$ cat src/rtl/garage_door_ctrl.sv
// garage_door_ctrl
//   Garage door motor controller. It has an edge-detected push-button and can
//   stop the door mid-travel. A closing door reverses when the beam is broken.
//   A travel watchdog latches FAULT, and the controller remembers the last
//   direction so a door stopped between the limits moves the other way next.
//   All outputs are decoded from registered state.
//
//   Optional feature: define GDC_AUTO_CLOSE_EN to let a fully-open, idle,
//   unobstructed door close by itself after AUTO_CLOSE cycles.
//
// Ports
//   CLK       system clock, rising edge
//   RST       asynchronous reset, active-low
//   Activate  push-button level (debounced upstream)
//   UP_Max    fully-open limit switch
//   DN_Max    fully-closed limit switch
//   Obstruct  beam-break sensor, high = obstruction
//   UP_M      motor up drive
//   DN_M      motor down drive
//   FAULT     watchdog / sensor fault flag
//   STATE     current state code
//
// state  | meaning
// IDLE   | motor off, door at a limit or stopped mid-travel
// MV_UP  | opening
// MV_DN  | closing
// FLT    | watchdog expired or both limits active; motors off

module garage_door_ctrl #(
    parameter int TRAVEL_MAX = 1000,
    parameter int AUTO_CLOSE = 5000,
    parameter int CNT_W      = 16
) (
    input  logic       CLK,
    input  logic       RST,
    input  logic       Activate,
    input  logic       UP_Max,
    input  logic       DN_Max,
    input  logic       Obstruct,
    output logic       UP_M,
    output logic       DN_M,
    output logic       FAULT,
    output logic [1:0] STATE
);

    typedef enum logic [1:0] {
        IDLE  = 2'd0,
        MV_UP = 2'd1,
        MV_DN = 2'd2,
        FLT   = 2'd3
    } state_t;

`ifdef GDC_AUTO_CLOSE_EN
    localparam bit AUTO_EN = 1'b1;
`else
    localparam bit AUTO_EN = 1'b0;
`endif

    localparam logic [CNT_W-1:0] TRAVEL_LAST = CNT_W'(TRAVEL_MAX - 1);
    localparam logic [CNT_W-1:0] AUTO_LAST   = CNT_W'(AUTO_CLOSE - 1);

    state_t           state_q, state_d;
    logic [CNT_W-1:0] cnt_q, cnt_d;
    logic             act_q;
    logic             last_up_q;   // 1 = last motion was UP, 0 = DOWN
    logic             act_edge;
    logic             auto_run;

    assign act_edge = Activate & ~act_q;
    // Any obstruction or button press restarts the auto-close wait.
    assign auto_run = AUTO_EN & UP_Max & ~Obstruct & ~act_edge;

    always_ff @(posedge CLK or negedge RST) begin
        if (!RST) begin
            state_q   <= IDLE;
            cnt_q     <= '0;
            act_q     <= 1'b0;
            last_up_q <= 1'b0;
        end else begin
            state_q <= state_d;
            cnt_q   <= cnt_d;
            act_q   <= Activate;
            if (state_d == MV_UP)
                last_up_q <= 1'b1;
            else if (state_d == MV_DN)
                last_up_q <= 1'b0;
        end
    end

    always_comb begin
        state_d = state_q;
        if (UP_Max && DN_Max) begin
            state_d = FLT;
        end else begin
            case (state_q)
                IDLE: begin
                    if (act_edge) begin
                        if (DN_Max)
                            state_d = MV_UP;
                        else if (UP_Max)
                            state_d = MV_DN;
                        else
                            state_d = last_up_q ? MV_DN : MV_UP;
                    end else if (auto_run && cnt_q == AUTO_LAST) begin
                        state_d = MV_DN;
                    end
                end
                MV_UP: begin
                    if (UP_Max || act_edge)
                        state_d = IDLE;
                    else if (cnt_q == TRAVEL_LAST)
                        state_d = FLT;
                end
                MV_DN: begin
                    if (DN_Max)
                        state_d = IDLE;
                    else if (Obstruct)
                        state_d = MV_UP;
                    else if (act_edge)
                        state_d = IDLE;
                    else if (cnt_q == TRAVEL_LAST)
                        state_d = FLT;
                end
                FLT: begin
                    if (act_edge)
                        state_d = IDLE;
                end
                default: state_d = IDLE;
            endcase
        end
    end

    // Shared cycle counter: cleared on any state change, saturating.
    always_comb begin
        cnt_d = '0;
        if (state_d == state_q) begin
            if (state_q == MV_UP || state_q == MV_DN ||
                (state_q == IDLE && auto_run)) begin
                cnt_d = (cnt_q == '1) ? cnt_q : cnt_q + 1'b1;
            end
        end
    end

    assign UP_M  = (state_q == MV_UP);
    assign DN_M  = (state_q == MV_DN);
    assign FAULT = (state_q == FLT);
    assign STATE = state_q;

endmodule

$ cat config.mk
export PLATFORM = sky130hd
export DESIGN_NAME = garage_door_ctrl
export DESIGN_NICKNAME = d
export VERILOG_FILES = /design/src/rtl/garage_door_ctrl.sv
export SDC_FILE = /design/constraint.sdc
export NUM_CORES = 1
export LEC_CHECK = 0
export CAP_MARGIN = 20
export CORE_UTILIZATION = 35
export DETAILED_ROUTE_END_ITERATION = 7
export PLACE_DENSITY = 0.55
export SKIP_CTS_REPAIR_TIMING = 1
export SYNTH_ARGS = -nofsm -noshare
export SYNTH_HDL_FRONTEND = slang
export SYNTH_SLANG_ARGS = --single-unit
$ cat constraint.sdc
create_clock -name CLK -period 3.65 [get_ports CLK]
set_input_delay 0.73 -clock CLK [delete_from_list [all_inputs] [get_ports CLK]]
set_output_delay 0.73 -clock CLK [all_outputs]
set_load 0.02 [all_outputs]
## Yosys cells after proc, flatten, opt, wreduce, memory -nomap -nowiden

Cells that the tools add are included.

| storage, ports and cells | value |
|---|---|
| logic and storage cells | 38 |
| register bits after elaboration | 20 |
| output and inout bits | 5 |

| cells by class | value |
|---|---|
| equality and inequality tests | 9 |
| reduce and logical (&&, ||, !) cells | 5 |
| muxes and demuxes | 17 |
| bitwise operators | 2 |
| add/subtract/negate cells | 1 |

Operators by type and width:

| cell | number |
|---|---|
| two-way mux 16 bit | 3 |
| two-way mux 2 bit | 11 |
| adder 16 x 1 -> 16 bit (second input constant) | 1 |
| equality test 16 x 10 -> 1 bit (second input constant) | 1 |
| equality test 16 bit (second input constant) | 1 |
| one-hot mux 2 bit (4 select lines) | 1 |
| equality test 2 bit (second input constant) | 3 |
| equality test 2 x 1 -> 1 bit (second input constant) | 2 |
| inequality test 3 bit (second input constant) | 1 |
| equality test 2 bit | 1 |
| logical NOT 2 bit | 1 |
| logical OR 1 bit | 2 |
| two-way mux 1 bit | 2 |
| nonzero test 2 bit | 1 |
| AND 1 bit | 1 |
| logical AND 1 bit | 1 |
| NOT 1 bit | 1 |

## Logic depth before layout (Yosys ltp)

| logic depth | value |
|---|---|
| depth in word-level cells | 10 |
| depth in mapped cells | 9 |
| depth with buffers taken out | 9 |

## Worst setup path before layout

Ideal clock, no wire load.

| timing | value |
|---|---|
| kind | flip-flop to flip-flop |
| start | reg state_q[1] (netlist: STATE[1]) |
| end | reg cnt_q[10] |
| library setup time | 73 ps |
| path slack | 1,057 ps |
| stages on the path, launching flop included | 10 |
| path buffers | 1 |
| period minus slack after synthesis | 2,593 ps |
| data arrival time | 2,520 ps |
| cell sequence | dfrtp_1 inv_1 ha_1 nor2b_1 o32ai_1 a211oi_2 or3_2 a221o_2 buf_6 nor2_1 |

| between the ends | value |
|---|---|
| elaborated cells on any way between the ends | 18 |

RTL lines:

| what | line | RTL |
|---|---|---|
| start: declaration | 62 | `state_t state_q, state_d;` |
| start signal: assignment | 80 | `state_q <= state_d;` |
| equality test 2 x 1 -> 1 bit * | n/a |  |
| net UP_M | 40 | `output logic UP_M,` |
| one-hot mux 2 bit (4 select lines) | 95 | `case (state_q)` |
| two-way mux 2 bit | 92 | `if (UP_Max && DN_Max) begin` |
| equality test 2 bit | 136 | `if (state_d == state_q) begin` |
| inequality test 3 bit (no line) / two-way mux 16 bit (equally long branches) | n/a |  |
| end signal: assignment | 81 | `cnt_q <= cnt_d;` |
| end: declaration | 63 | `logic [CNT_W-1:0] cnt_q, cnt_d;` |

Mark *: on every way through the listed nets, which the timed path passes. The rest lies on a longest branch.
A chain may end at the register's enable or synchronous reset.

## Final worst setup path

| timing | value |
|---|---|
| start | reg cnt_q[10] |
| end | reg last_up_q |

| between the ends | value |
|---|---|
| longest elaborated chain between the ends | 9 |
| elaborated cells on any way between the ends | 12 |

RTL lines:

| what | line | RTL |
|---|---|---|
| equality test 16 x 10 -> 1 bit * | 111, 121 |  |
| two-way mux 2 bit * | 111, 121 |  |
| two-way mux 2 bit | 119 | `else if (act_edge)` |
| two-way mux 2 bit | 117 | `else if (Obstruct)` |
| two-way mux 2 bit | 115 | `if (DN_Max)` |
| one-hot mux 2 bit (4 select lines) * | 95 |  |
| two-way mux 2 bit * | 92 |  |
| net state_d[1] | 62 |  |
| equality test 2 x 1 -> 1 bit / equality test 2 bit (equally long branches) | 83, 85 |  |
| two-way mux 1 bit / nonzero test 2 bit (equally long branches) | n/a |  |
| end signal: assignment | 78 | `last_up_q <= 1'b0;` |
| end signal: assignment | 84 | `last_up_q <= 1'b1;` |
| end signal: assignment | 86 | `last_up_q <= 1'b0;` |
| end: declaration | 65 | `logic last_up_q;` |

Marked as above.

==> impl_summary.log <==
INFO  metric power.ir.vdd_worst = 0.185 mV
INFO  metric num-nets-final = 159
INFO  metric detailroute.via_count = 975
INFO  metric detail_route.vias_per_cell = 5.08
INFO  metric reg2regPathDepth = 7
INFO  metric wire_length_of_the_first_global_routing_pass = 3970 um
INFO  metric global_routing_usage_summed_across_all_routing_layers = 0.144
INFO  metric finalPower = 609 uW
INFO  metric regToRegStartpoint = cnt_q[10]
INFO  metric core_area = 3340 sq um
INFO  metric antenna_found_initial = 0
INFO  metric io-pin-count = 11
INFO  metric ratio_of_cells_with_drive_above_1_in_the_final_layout = 0.0890
INFO  metric required_time_at_the_worst_slack_endpoint = ~3800 ps
INFO  metric timing.critical_path.cells = or4_1 -> or4_4 -> and2_2 -> o21ai_0 -> inv_1 -> ha_1 -> mux2_2
INFO  metric grt.overflow.total = 0
INFO  metric slowest_delay = 560 ps
INFO  metric critical_path_class = reg -> reg
INFO  metric finClkSkew = 0.810 ps
INFO  metric fin_util = 0.422
INFO  metric ys_types = 39
INFO  metric endpoint_kind_of_the_worst_setup_timing_path = register
INFO  metric routed_wl = 2310 um
INFO  metric ys_seq_area_frac = 0.409
INFO  metric placed_cells = 188
INFO  metric clk_latency = 290 ps
INFO  metric cpLargestDelayFamily = simple AND/OR/NAND/NOR gates
INFO  metric synth_nets = 145
INFO  metric netlist.top_cell.by_area = sky130_fd_sc_hd__dfrtp_1
INFO  metric average_instance_area_after_synthesis = 9.21 sq um
INFO  metric timing.final.crit_period = 2780 ps
INFO  metric worst_r2r_endpoint = last_up_q
INFO  metric setup-tns-final = 0 ps
INFO  metric drv.max_cap_violation_count = 0
INFO  metric width_of_the_die = 61.2 um
INFO  metric count_of_mapped_cells_out_of_synthesis = 133
INFO  metric cts_max_level = 1
INFO  metric wire_per_inst = approximately 12 um
INFO  metric critical_path.n_buffers_inverters = 1
INFO  metric layout-area-overhead-vs-synth = 14.9%
INFO  metric drcViolationCount = 0
INFO  metric static-leakage-power = ~0.00058 uW
INFO  metric drt_pre_antenna_iters = 4
INFO  metric rows = 21
INFO  metric insertedDiodeCount = 0
INFO  metric maxSlewHeadroom = 0.416
INFO  metric timing.hold.worst.class = reg -> reg
INFO  metric worst-slew-pin-transition = 855 ps
INFO  metric design.die.area = 3740 sq um
INFO  metric drv_slew = 0
INFO  metric setup-violations-final = 0
INFO  metric worst-path-stages = 7
INFO  metric tritoncts_clock_tree = done
INFO  metric count_of_state_elements_after_synthesis = 20
INFO  metric max_clock_freq = between 300 and 400 MHz
INFO  metric hold_slack = roughly 560 ps
INFO  metric floorplan.initialDensity = 0.367
INFO  metric io_buffers = 10
INFO  metric power_density = 433 nW/um^2
INFO  metric worst_ep_arrival_time = 2970 ps
INFO  metric synth_warnings = 0
INFO  metric cp-endpoint = last_up_q
INFO  metric dp_hpwl = 1720 um
INFO  metric share_of_the_synthesized_area_in_the_top_cell_type = 0.409
INFO  metric max-clock-path-buffers = 2
INFO  metric status = completed
INFO  metric cts_root_buf = sky130_fd_sc_hd__clkbuf_4
INFO  metric fill_cells = 352
INFO  metric final_wtd_congestion = 0.814
INFO  metric critPathLaunch = cnt_q[10]
INFO  metric mostFrequentLayoutCells = 20 x sky130_fd_sc_hd__dfrtp_1, 20 x sky130_fd_sc_hd__nor2_1, 10 x sky130_fd_sc_hd__clkdlybuf4s50_1
INFO  metric hold_violations = 0
INFO  metric tritoncts.num_buffers = 3
INFO  metric unrepaired_setup_endpoints_after_global_routing = false
INFO  metric timing.reg2reg.setup_slack = slightly below 900 ps
INFO  metric timing.critical_path.slowest_stage_cell = sky130_fd_sc_hd__or4_1
INFO  metric finalNonFillerCells = approximately 190
INFO  metric die_h = 61.2 um
INFO  metric period_share = 0.761
INFO  metric drtAntennaViolNets = 0
INFO  metric critical_path.max_fanout = 7
INFO  metric drt_first_iter_violations = 17
INFO  metric worstSetupStartpointType = register
INFO  metric tritoncts_num_sinks = 20
INFO  metric synth_area_leaders = sky130_fd_sc_hd__dfrtp_1 41%, sky130_fd_sc_hd__ha_1 6.1%, sky130_fd_sc_hd__nor2_1 6.1%, sky130_fd_sc_hd__xnor2_1 4.3%, sky130_fd_sc_hd__xor2_1 4.3%
INFO  metric clkTransAtPathRegs = approximately 110 ps
INFO  metric maximum_number_of_pins_on_one_net_before_global_route_repair = 21
INFO  metric mappedNetlistArea = 1220 sq um
INFO  metric first_global_vias = roughly 920
[worst min path at each step]
stage | from | to | slack [ps] | depth (start not counted)
after detailed placement | last_up_q | last_up_q | 530 | 1
after global routing | cnt_q[7] | cnt_q[7] | 600 | 2
after floorplan | RST | STATE[0] | 430 | 0
final | last_up_q | last_up_q | 560 | 1
after global placement | last_up_q | last_up_q | 540 | 1
after CTS | last_up_q | last_up_q | 560 | 1
[cells by family after synthesis]
group / synth area share
simple gates: 0.283
buf+inv: 0.0276
fa+ha+maj: 0.0613
mux: 0.0174
flops: 0.409
compound gates: 0.116
xor+xnor: 0.0858
[worst register-to-register path, stage by stage (launching register included)]
cell	delay [ps]
sky130_fd_sc_hd__dfrtp_1	440
sky130_fd_sc_hd__or4_1	560
sky130_fd_sc_hd__or4_4	550
sky130_fd_sc_hd__and2_2	210
sky130_fd_sc_hd__o21ai_0	240
sky130_fd_sc_hd__inv_1	70
sky130_fd_sc_hd__ha_1	280
sky130_fd_sc_hd__mux2_2	320
[flip-flops by register name (all words and copies together) (netlist names)]
signal     count
cnt_q         16
last_up_q      1
STATE          2
act_q          1
[per-layer routing]
layer  track usage  routed length (um)
met2         0.248                1100
met5             0                   0
met1         0.173                1120
met3        0.0252                  50
met4        0.0714                  35
[power by group]
group / leakage, uW / total, uW / internal [uW] / switching [uW]
Sequential: 0.000272 / 266 / 240 / 26.8
Combinational: 0.000285 / 217 / 98.3 / 118
Clock: 0.0000210 / 126 / 60.8 / 65.3
[metrics by stage]
| step | area [sq um] | setup slack, ps |
|---|---|---|
| 2_1_floorplan | 1220 | 1060 |
| 4_1_cts | 1410 | 879 |
| 6_report | 1410 | 874 |
| 3_3_place_gp | 1370 | 667 |
| 3_5_place_dp | 1370 | 625 |
| 5_1_grt | 1410 | 723 |
[layout make-up]
type / count / area [sq um] / area share
clock buffer: 4 / 36.3 / 0.0258
multi-input combinational: 106 / 691 / 0.491
inverter: 6 / 22.5 / 0.0160
tap: 46 / 57.6 / 0.0409
timing repair buffer: 10 / 100 / 0.0711
sequential: 20 / 500 / 0.356
[synth_stat cells]
master	instances
sky130_fd_sc_hd__and2_2	1
sky130_fd_sc_hd__and3_1	4
sky130_fd_sc_hd__and3b_1	2
sky130_fd_sc_hd__and2b_1	1
sky130_fd_sc_hd__xnor2_1	6
sky130_fd_sc_hd__a21oi_1	4
sky130_fd_sc_hd__mux2_2	1
sky130_fd_sc_hd__mux2i_1	1
sky130_fd_sc_hd__nand2_1	9
sky130_fd_sc_hd__and2_1	2
sky130_fd_sc_hd__o21ai_1	1
sky130_fd_sc_hd__o32ai_1	1
sky130_fd_sc_hd__o21ai_0	9
sky130_fd_sc_hd__ha_1	6
sky130_fd_sc_hd__a221o_2	1
sky130_fd_sc_hd__inv_1	6
sky130_fd_sc_hd__nor2b_1	2
sky130_fd_sc_hd__a211oi_1	1
sky130_fd_sc_hd__or4_1	2
sky130_fd_sc_hd__xor2_1	6
sky130_fd_sc_hd__nand3_1	5
sky130_fd_sc_hd__or3_2	1
sky130_fd_sc_hd__buf_6	1
sky130_fd_sc_hd__nor4bb_1	1
sky130_fd_sc_hd__nand2b_1	1
sky130_fd_sc_hd__o21a_1	1
sky130_fd_sc_hd__nor3_1	2
sky130_fd_sc_hd__nor2_1	20
sky130_fd_sc_hd__dfrtp_1	20
sky130_fd_sc_hd__nand3b_1	2
sky130_fd_sc_hd__or4_4	1
sky130_fd_sc_hd__or2_2	2
sky130_fd_sc_hd__a2111oi_0	1
sky130_fd_sc_hd__nor3b_1	1
sky130_fd_sc_hd__o311ai_0	1
sky130_fd_sc_hd__a21o_1	1
sky130_fd_sc_hd__and4_2	1
sky130_fd_sc_hd__nand4_1	4
sky130_fd_sc_hd__a211oi_2	1
Power figures use the tool's default switching activity.
